===== config.mk =====
export PLATFORM = sky130hd
export DESIGN_NAME = chunked_serial_adder
export DESIGN_NICKNAME = d
export VERILOG_FILES = /design/src/rtl/chunked_serial_adder.sv
export SDC_FILE = /design/constraint.sdc
export NUM_CORES = 1
export LEC_CHECK = 0
export BUFFER_PORTS_ARGS = -buffer_cell sky130_fd_sc_hd__buf_2
export CELL_PAD_IN_SITES_DETAIL_PLACEMENT = 0
export CELL_PAD_IN_SITES_GLOBAL_PLACEMENT = 1
export CORE_MARGIN = 2
export CORE_UTILIZATION = 30
export DETAILED_ROUTE_END_ITERATION = 12
export HOLD_SLACK_MARGIN = 0.06
export PLACE_DENSITY_LB_ADDON = 0.3
export SYNTH_ARGS = -nofsm -noshare
export SYNTH_HDL_FRONTEND = slang
export SYNTH_SLANG_ARGS = --single-unit

===== constraint.sdc =====
create_clock -name clk -period 6.51 [get_ports clk]
set_clock_uncertainty 0.1 [all_clocks]
set_input_delay 1.6275 -clock clk [delete_from_list [all_inputs] [get_ports clk]]
set_output_delay 1.6275 -clock clk [all_outputs]
set_load 0.05 [all_outputs]

===== src/rtl/chunked_serial_adder.sv =====
// Multi-cycle adder/subtractor: WIDTH-bit operands processed CHUNK bits per clock,
// with the carry held in a register between chunks and valid/ready handshakes.
module chunked_serial_adder #(
    parameter int WIDTH = 16,
    parameter int CHUNK = 4
) (
    input  logic             clk,
    input  logic             rst,
    input  logic             in_valid,
    output logic             in_ready,
    input  logic [WIDTH-1:0] a,
    input  logic [WIDTH-1:0] b,
    input  logic             cin,
    input  logic             sub,
    output logic             out_valid,
    input  logic             out_ready,
    output logic [WIDTH-1:0] s,
    output logic             cout,
    output logic             ovf
);

    localparam int N  = WIDTH / CHUNK;
    localparam int CW = (N > 1) ? $clog2(N) : 1;
    localparam logic [CW-1:0] LAST = CW'(N - 1);

    typedef enum logic [1:0] {IDLE, RUN, DONE} state_t;

    state_t           state, state_nx;
    logic [WIDTH-1:0] areg, breg, acc, acc_nx;
    logic             carry;
    logic [CW-1:0]    cnt;
    logic [CHUNK-1:0] ca, cb;
    logic [CHUNK:0]   csum;
    logic             last, cin_msb;

    // Operands shift down one chunk per cycle while sums enter the accumulator
    // from the top, so after N cycles chunk k sits in slice k.
    always_comb begin
        ca      = areg[CHUNK-1:0];
        cb      = breg[CHUNK-1:0];
        csum    = {1'b0, ca} + {1'b0, cb} + {{CHUNK{1'b0}}, carry};
        acc_nx  = acc >> CHUNK;
        acc_nx[WIDTH-1 -: CHUNK] = csum[CHUNK-1:0];
        cin_msb = ca[CHUNK-1] ^ cb[CHUNK-1] ^ csum[CHUNK-1];
        last    = (cnt == LAST);
    end

    always_ff @(posedge clk or posedge rst) begin
        if (rst) state <= IDLE;
        else     state <= state_nx;
    end

    always_comb begin
        state_nx  = state;
        in_ready  = 1'b0;
        out_valid = 1'b0;
        case (state)
            IDLE: begin
                in_ready = 1'b1;
                if (in_valid) state_nx = RUN;
            end
            RUN: begin
                if (last) state_nx = DONE;
            end
            DONE: begin
                out_valid = 1'b1;
                if (out_ready) state_nx = IDLE;
            end
            default: state_nx = IDLE;
        endcase
    end

    always_ff @(posedge clk or posedge rst) begin
        if (rst) begin
            areg  <= '0;
            breg  <= '0;
            acc   <= '0;
            carry <= 1'b0;
            cnt   <= '0;
            s     <= '0;
            cout  <= 1'b0;
            ovf   <= 1'b0;
        end else begin
            case (state)
                IDLE: begin
                    if (in_valid) begin
                        areg  <= a;
                        breg  <= sub ? ~b : b;
                        carry <= cin ^ sub;
                        cnt   <= '0;
                    end
                end
                RUN: begin
                    areg  <= areg >> CHUNK;
                    breg  <= breg >> CHUNK;
                    acc   <= acc_nx;
                    carry <= csum[CHUNK];
                    cnt   <= cnt + CW'(1);
                    if (last) begin
                        s    <= acc_nx;
                        cout <= csum[CHUNK];
                        ovf  <= cin_msb ^ csum[CHUNK];
                    end
                end
                default: ;
            endcase
        end
    end

endmodule


# After elaboration in Yosys (flattened, before gate mapping)
# Index checks and enable logic that the tools add are counted.
dict set report totals {
  reg_bits 71
}
dict set report classes {
  add_sub_neg 3
  eq_ne 6
  muxes 15
  n_bitwise 5
  reduce_logical 5
}
# cell count
set ops {}
lappend ops {{$pmux W16 S2} 2}
lappend ops {{$mux W16} 3}
lappend ops {{$not A16 Y16} 1}
lappend ops {{$mux W2} 4}
lappend ops {{$ne A2 B2 Y1 const B} 3}
lappend ops {{$pmux W2 S3} 1}
lappend ops {{$add A4 B4 Y5} 1}
lappend ops {{$add A5 B1 Y5} 1}
lappend ops {{$eq A2 B2 Y1 const B} 2}
lappend ops {{$pmux W2 S2} 1}
lappend ops {{$reduce_and A2 Y1} 2}
lappend ops {{$xor A1 B1 Y1} 4}
lappend ops {{$mux W1} 3}
lappend ops {{$reduce_and A3 Y1} 1}
lappend ops {{$add A2 B1 Y2 const B} 1}
lappend ops {{$eq A2 B1 Y1 const B} 1}
lappend ops {{$logic_not A2 Y1} 1}
lappend ops {{$pmux W1 S2} 1}
lappend ops {{$reduce_bool A2 Y1} 1}

# Longest topological paths before layout
# Gate-level depths: netlist (run 1).
dict set report depth {
  ltp_word 4
  mapped_depth 7
}

# Worst setup path after synthesis (run 1)
# OpenSTA, ideal clock, no wires.
dict set report synth_timing {
  path_type {register -> output}
  startpoint {register state[1]}
  endpoint {output in_ready}
  arrival_time_ps 1313
  setup_slack_ps 3469
  stages_incl_launch_ff 3
  n_path_buf 1
  path_cell_list {dfrtp_1 -> clkbuf_1 -> nor2_1}
}
dict set report synth_via {
  elab_chain_cells 2
}
# element line
set synth_rtl {}
lappend synth_rtl {{start: declaration} 28} ;# state_t state, state_nx;
lappend synth_rtl {{start signal: assignment} 50} ;# else state <= state_nx;
lappend synth_rtl {{$logic_not A2 Y1} 57} ;# case (state)
lappend synth_rtl {{$mux W1} 57}
lappend synth_rtl {{end: declaration} 10} ;# output logic in_ready,
# Every way passes these cells.

# Worst setup path in the final report (run 1)
dict set report layout_timing {
  startpoint {register state[0]}
  endpoint {output out_valid}
}
dict set report layout_via {
  elab_chain_cells 2
}
# element line
set layout_rtl {}
lappend layout_rtl {{$eq A2 B2 Y1} 57}
lappend layout_rtl {{$mux W1} 57}
lappend layout_rtl {{end: declaration} 15} ;# output logic out_valid,
# Every way passes these cells.

==> impl_results.md, run 1 <==
* Starting Density at 0.312
* Placer Congestion at 0.709
* Maximum vdd ir drop at around 250 µV
* Distinct cells, synth at 30
* Period utilization at 0.618
* CP Cell Sequence: clkinv_1 -> nand2_1 -> inv_1 -> buf_2
* Num rows at 37
* Die ar. at between 0.01 and 0.015 mm²
* CTS resizes at 0
* Max Freq at 249 MHz
* CTS tree: built
* Syn Inst Count at 322
* Via/cell ratio at between 4 and 5
* Slowest CP cell: dfrtp_1
* Die H at 108 µm
* Clock-pin slew on the worst setup and hold paths at 70 ps
* CTS Hold Bufs at 0
* CTS root buf: clkbuf_8
* Drt first pass iters at 4
* Io pins at 58
* Fin crit period at 4020 ps
* Async SR Flop Fraction at 1.00
* P&R area growth vs syn at 16.0%
* GRT Overall Usage at 0.137
* Initial DRC Count at 148
* Headroom to the max-slew limit at 0.333
* Post-CTS Setup Bufs at 0
* Via count at roughly 2500
* Final TNS setup at 0 ps
* Port buffer count at 57
* Wire per inst at about 14 µm
* Post-Syn Area at 0.00325 mm²
* Diodes inserted at 0
* Grt ovf at 0
* Outcome: finished, final reports clean
* Design area at about 0.0038 mm²
* Number of synthesized register bits at 67
* Setup-failing EPs final at 0
* Critical Path Start Type: flop
* Vias in the first global route at 2431
* Final wirelength at 7.38 mm
* H-tree levels at 3
* EDFF count, synth at 0
* Nets@finish at 414
* First-pass GRT wire length at 12.5 mm
* Clock insertion delay at the later pin of the skew report at 340 ps
* Clk buf depth at 2
* Mapped Nets at 366
* Final hold vios at 0
* CP arrival at 2300 ps
* # DRC at 0
* Final max-slew violation count at 0
* DIE WIDTH at 108 µm
* CTS Sinks at 67
* Max Cap Viol at 0
* Routed Antenna Nets at 0
* Register area share after synthesis at 0.516
* Area of placed instances at 0.00359 mm²
* Synth Warn # at 0
* CP endpoint kind: output port
* Largest net degree at the start of global routing at 68
* Fraction of layout cells with a size suffix above 1 at 0.243
* Setup CP Type: flop to output port
* RSZ-0062 raised after global routing: no
* Total CTS buffers at 9
* HP Class: flop to flop
* Critical path peak fanout at 23
* Leakage at 1.78 nW
* Power density cells at 521 mW/mm²
* Initial antenna violation count at 0
* Placeable Area at 0.0104 mm²
* Most used DFF post-synth: dfrtp_1
* Worst path required time at 4780 ps
* Worst-Margin Slew at 998 ps
* Crit path largest cell delay at 760 ps
* Syn Area/Cell at 10.1 µm²
* Post-detail-place hpwl at 4.90 mm
-- synth_stat cells, types with 3 or more instances --
| cell type | count | area share |
|---|---|---|
| dfrtp_1 | 67 | 0.52 |
| nand2_1 | 56 | 0.065 |
| o21ai_0 | 39 | 0.060 |
| a21oi_1 | 33 | 0.051 |
| nor2b_1 | 18 | 0.035 |
| o22ai_1 | 13 | 0.025 |
| xnor2_1 | 13 | 0.035 |
| a22oi_1 | 12 | 0.028 |
| mux2_4 | 11 | 0.051 |
| buf_2 | 7 | 0.011 |
| xor2_1 | 7 | 0.019 |
| clkbuf_1 | 6 | 0.0069 |
| buf_4 | 5 | 0.012 |
| inv_1 | 5 | 0.0058 |
| nor2_1 | 5 | 0.0058 |
| ha_1 | 4 | 0.015 |
| mux2_2 | 3 | 0.010 |
-- where the power goes --
group / internal [mW] / leakage, nW / switching, mW
clock: 0.158 / 0.0905 / 0.149
combinational: 0.323 / 0.847 / 0.561
sequential: 0.606 / 0.838 / 0.166
total: 1.09 / 1.78 / 0.876
-- metrics by stage --
stage	instances	util	hold slack (ps)	total power, mW	setup slack [ps]
6_report	511	0.362	375	1.96	2490
5_1_grt	511	0.362	416	2.13	2200
4_1_cts	511	0.362	382	1.99	2430
3_5_place_dp	495	0.345	366	1.68	2800
3_3_place_gp	495	0.345	366	1.65	2820
2_1_floorplan	322	-	346	1.46	3100
-- cells by family (layout without fill, tap and decap cells) --
group / Yosys count / in the layout / share of synthesized area
multiplexers: 14 / 14 / 0.0613
AO/OA/AOI/OAI: 104 / 104 / 0.181
XOR/XNOR: 20 / 20 / 0.0540
AND/OR/NAND/NOR: 82 / 82 / 0.113
buffers and inverters: 29 / 82 / 0.0466
flip-flops: 67 / 67 / 0.516
adder cells (fa/ha/maj): 6 / 6 / 0.0277
-- worst max-delay path, delay by kind of cell (launching register included) --
kind | cells | cell delay, ps
buffers and inverters | 3 | 970
flip-flops | 1 | 760
AND/OR/NAND/NOR | 1 | 240
-- layer usage --
layer,global-route usage,vias to the layer above,share of wire
met5,0,-,0
met4,0.0366,0,0.012
met3,0.0404,7,0.044
met2,0.216,57,0.46
met1,0.185,1185,0.48
li1,-,1202,-
-- cell type report --
cell class,instances,area [µm²]
clock buffers,14,163
inverters,7,26.3
multi-input cells,226,1420
repair buffers,59,300
clock inverters,2,10.0
well taps,136,170
flip-flops and latches,67,1680
fillers,1063,6650
-- final timing paths --
kind	startpoint	to	slack [ps]	cells after the start
min	s[13]$_DFFE_PP0P_	s[13]$_DFFE_PP0P_	380	2
min reg2reg	s[13]$_DFFE_PP0P_	s[13]$_DFFE_PP0P_	380	2
max in group asynchronous	rst	cout$_DFFE_PP0P_	4300	3
max reg2reg	state[1]$_DFFE_PP0P_	breg[1]$_DFFE_PP0P_	3850	4
max	state[0]$_DFFE_PP0P_	out_valid	2490	4
min in group asynchronous	rst	acc[7]$_DFFE_PP0N_	1430	3
-- layout by cell type, fill, tap and decap left out, types with 11 or more instances in the layout --
| cell | instances |
|---|---|
| a21oi_1 | 33 |
| mux2_4 | 11 |
| a22oi_1 | 12 |
| buf_2 | 57 |
| nand2_1 | 56 |
| o21ai_0 | 39 |
| xnor2_1 | 13 |
| nor2b_1 | 17 |
| clkbuf_8 | 11 |
| dfrtp_1 | 67 |
| o22ai_1 | 13 |
-- state kept, by name, indices dropped and copies added, names as in the netlist --
signal  flops
cnt         2
areg       16
ovf         1
cout        1
state       2
breg       16
carry       1
s          16
acc        12
Note: power is estimated with default switching activity, not from simulation.
==> run 2: changes to the inputs <==
--- a/config.mk
+++ b/config.mk
@@ -5,6 +5,7 @@
 export SDC_FILE = /design/constraint.sdc
 export NUM_CORES = 1
 export LEC_CHECK = 0
+export ABC_AREA = 1
 export BUFFER_PORTS_ARGS = -buffer_cell sky130_fd_sc_hd__buf_2
 export CELL_PAD_IN_SITES_DETAIL_PLACEMENT = 0
 export CELL_PAD_IN_SITES_GLOBAL_PLACEMENT = 1
==> constraint.sdc (replaced) <==
create_clock -name clk -period 3.8 [get_ports clk]
set_clock_uncertainty 0.1 [all_clocks]
set_input_delay 0.95 -clock clk [delete_from_list [all_inputs] [get_ports clk]]
set_output_delay 0.95 -clock clk [all_outputs]
set_load 0.05 [all_outputs]
==> impl_results.md, run 2 <==
* Post-detail-place hpwl at 4.35 mm (was 4.90 mm)
* Headroom to the max-slew limit at 0.516 (was 0.333)
* Switching Share at 0.442 (was 0.446)
* Fin crit period at 2270 ps
* Top-count cell post-synth: nand2_1 (was dfrtp_1)
* Area of placed instances at 0.00347 mm² (was 0.00359 mm²)
* Die ar. at 0.0113 mm² (was 0.0117 mm²)
* Via count at 2350 (was 2451)
* CP endpoint kind: output port (unchanged)
* Mapped Nets at 388 (was 366)
* RSZ-0062 raised after global routing: no (unchanged)
* Post-synth top area share at 0.532 (was 0.516)
* R2R depth at 5 (was 4)
* CTS root buf: clkbuf_8 (unchanged)
* Setup CP Type: flop to output port (unchanged)
* Worst slack, placed at 1640 ps (was 2800 ps)
* Largest net degree at the start of global routing at 68 (unchanged)
* Placer Congestion at 0.750 (was 0.709)
* Post-Syn Area at 0.00315 mm² (was 0.00325 mm²)
* Via/cell ratio at 4.37 (was 4.80)
* Hold Crit Depth at 2 (unchanged)
* Sequential share of power at 0.357 (was 0.393)
* Fraction of layout cells with a size suffix above 1 at 0.246 (was 0.243)
* CTS Sinks at 67 (unchanged)
* CP arrival at 1220 ps (was 2300 ps)
* Combinational fraction of design power at 0.440 (was 0.450)
* Post-CTS Setup Bufs at 0 (unchanged)
* Initial antenna violation count at 0 (unchanged)
* Max Freq at roughly 440 MHz
* Async SR Flop Fraction at 1.00 (unchanged)
* Power density cells at 898 mW/mm² (was 521 mW/mm²)
* Syn Inst Count at 344 (was 322)
* Num rows at 37 (unchanged)
* Cell Int Power at 1.85 mW (was 1.09 mW)
* Placed insts at 522 (was 495)
* Distinct cells, synth at 29 (was 30)
* Critical path peak fanout at 4 (was 23)
* Vias in the first global route at 2315 (was 2431)
* Leakage at 1.90 nW (was 1.78 nW)
* Final wirelength at 6.63 mm (was 7.38 mm)
* EDFF count, synth at 0 (unchanged)
* P&R area growth vs syn at 17.5% (was 16.0%)
* Worst path required time at 2750 ps (was 4780 ps)
* Clock power share at 0.203 (was 0.157)
* Clock insertion delay at the later pin of the skew report at 340 ps (about the same)
* Number of synthesized register bits at 67 (unchanged)
* Maximum vdd ir drop at 277 µV (was 253 µV)
* NetSw at 1.47 mW (was 876 µW)
* Worst-Margin Slew at 724 ps (was 998 ps)
* Synth Warn # at 0 (unchanged)
* Clock-pin slew on the worst setup and hold paths at 70 ps (about the same)
* Total CTS buffers at 9 (unchanged)
* HP Class: flop to flop (unchanged)
* Most frequent cells in the layout: 142 x nand2_1, 67 x dfrtp_1, 57 x buf_2 (was 67 x dfrtp_1, 57 x buf_2, 56 x nand2_1)
* H-tree levels at 3 (unchanged)
* # DRC at 0 (unchanged)
* Diodes inserted at 0 (unchanged)
* Grt ovf at 0 (unchanged)
* DIE WIDTH at 106 µm (was 108 µm)
* Initial DRC Count at 83 (was 148)
* Starting Density at 0.306 (was 0.312)
* Final max-slew violation count at 0 (unchanged)
* Worst Slack Setup Final at 1530 ps (was 2490 ps)
* Most common cell after layout, fill and taps aside: nand2_1 (was dfrtp_1)
* Design area at 0.00370 mm² (was 0.00377 mm²)
* Area contributors post-synth: dfrtp_1 53%, nand2_1 17%, nand3_1 4.3%, xor2_1 3.6%, o21ai_2 3.3% (was dfrtp_1 52%, nand2_1 6.5%, o21ai_0 6.0%, a21oi_1 5.1%, mux2_4 5.1%)
* Die H at 106 µm (was 108 µm)
* Clk buf depth at 2 (unchanged)
* Final hold vios at 0 (unchanged)
* Nets@finish at 441 (was 414)
* Io pins at 58 (unchanged)
* CTS tree: built (unchanged)
* Post-route insts no fill at 538 (was 511)
* Setup-failing EPs final at 0 (unchanged)
* CTS resizes at 0 (unchanged)
* Fillcell total at 1118 (was 1063)
* Hold_ws at 373 ps (was 375 ps)
* Max Cap Viol at 0 (unchanged)
* Placeable Area at 0.0103 mm² (was 0.0104 mm²)
* Routed Antenna Nets at 0 (unchanged)
* Outcome: finished, final reports clean (unchanged)
* First-pass GRT wire length at 11.3 mm (was 12.5 mm)
* GRT Overall Usage at 0.128 (was 0.137)
* Post-synth top area cell: dfrtp_1 (unchanged)
* Register area share after synthesis at 0.532 (was 0.516)
* CTS Hold Bufs at 0 (unchanged)
* Top flop regs: areg (16), breg (16), s (16) (unchanged)
* Drt first pass iters at 4 (unchanged)
* Most used DFF post-synth: dfrtp_1 (unchanged)
* Final TNS setup at 0 ps (unchanged)
* Critical Path Start Type: flop (unchanged)
* Wire per inst at 12.3 µm (was 14.4 µm)
* Period utilization at 0.597
* Commonest cells in the netlist: 142 x nand2_1, 67 x dfrtp_1, 27 x nand3_1 (was 67 x dfrtp_1, 56 x nand2_1, 39 x o21ai_0)
* Syn Area/Cell at 9.15 µm² (was 10.1 µm²)
* Port buffer count at 57 (unchanged)
-- run 2: cell count changes after synthesis, sizes merged, moves of 3 or more --
cell	previous run	this run
mux2	14	0
a21oi	33	3
a22oi	12	0
clkbuf	6	1
inv	6	20
xnor2	13	5
xor2	7	13
o211ai	0	3
nand3	0	28
nor2b	19	0
nand2	57	146
o22ai	13	0
o21ai	41	27
-- run 2: area by class of cell --
cell class / count / area [µm²] / area share
sequential: 67 / 1680 / 0.453
multi-input combinational: 241 / 1240 / 0.334
timing repair buffer: 58 / 305 / 0.0825
tap: 136 / 170 / 0.0460
clock buffer: 12 / 155 / 0.0419
inverter: 20 / 82.6 / 0.0223
clock inverter: 4 / 72.6 / 0.0196
-- run 2: final timing paths --
check,end,slack (ps),start
max,out_valid,1530,state[0]$_DFFE_PP0P_
max reg2reg,breg[1]$_DFFE_PP0P_,1840,state[0]$_DFFE_PP0P_
min reg2reg,s[0]$_DFFE_PP0P_,370,acc[4]$_DFFE_PP0N_
max in group asynchronous,breg[0]$_DFFE_PP0P_,2730,rst
min,s[0]$_DFFE_PP0P_,370,acc[4]$_DFFE_PP0N_
min in group asynchronous,acc[8]$_DFFE_PP0N_,560,rst
-- run 2: cell families after synthesis --
logic type | share of synthesized area
AO/OA/AOI/OAI | 0.0743
XOR/XNOR | 0.0501
adder cells (fa/ha/maj) | 0.0286
buffers and inverters | 0.0747
flip-flops | 0.532
AND/OR/NAND/NOR | 0.240
-- run 2: worst max-delay path, cell delays in order (launching register included) --
cell,delay (ps)
dfrtp_1,470
nor2_1,140
buf_2,270
-- run 2: power groups by stage --
| stage | sequential [mW] | clock, mW | combinational, mW |
|---|---|---|---|
| 2_1_floorplan | 1.45 | 0 | 1.01 |
| 3_3_place_gp | 1.20 | 0 | 1.46 |
| 3_5_place_dp | 1.20 | 0 | 1.49 |
| 4_1_cts | 1.19 | 0.697 | 1.49 |
| 5_1_grt | 1.22 | 0.733 | 1.66 |
| 6_report | 1.19 | 0.673 | 1.46 |
-- run 2: metrics by stage --
step	power [mW]	util
after global routing	3.61	0.360
after detailed placement	2.69	0.338
after CTS	3.38	0.360
after floorplan	2.45	-
after global placement	2.66	0.338
final	3.32	0.360
-- run 2: routing by layer --
metal	vias to the layer above	GRT usage	routed length, µm	part of all wire
met2	66	0.196	2890	0.44
met5	-	0	0	0
met1	1090	0.169	3300	0.50
met3	7	0.0411	355	0.054
met4	0	0.0473	76	0.011
li1	1187	-	-	-
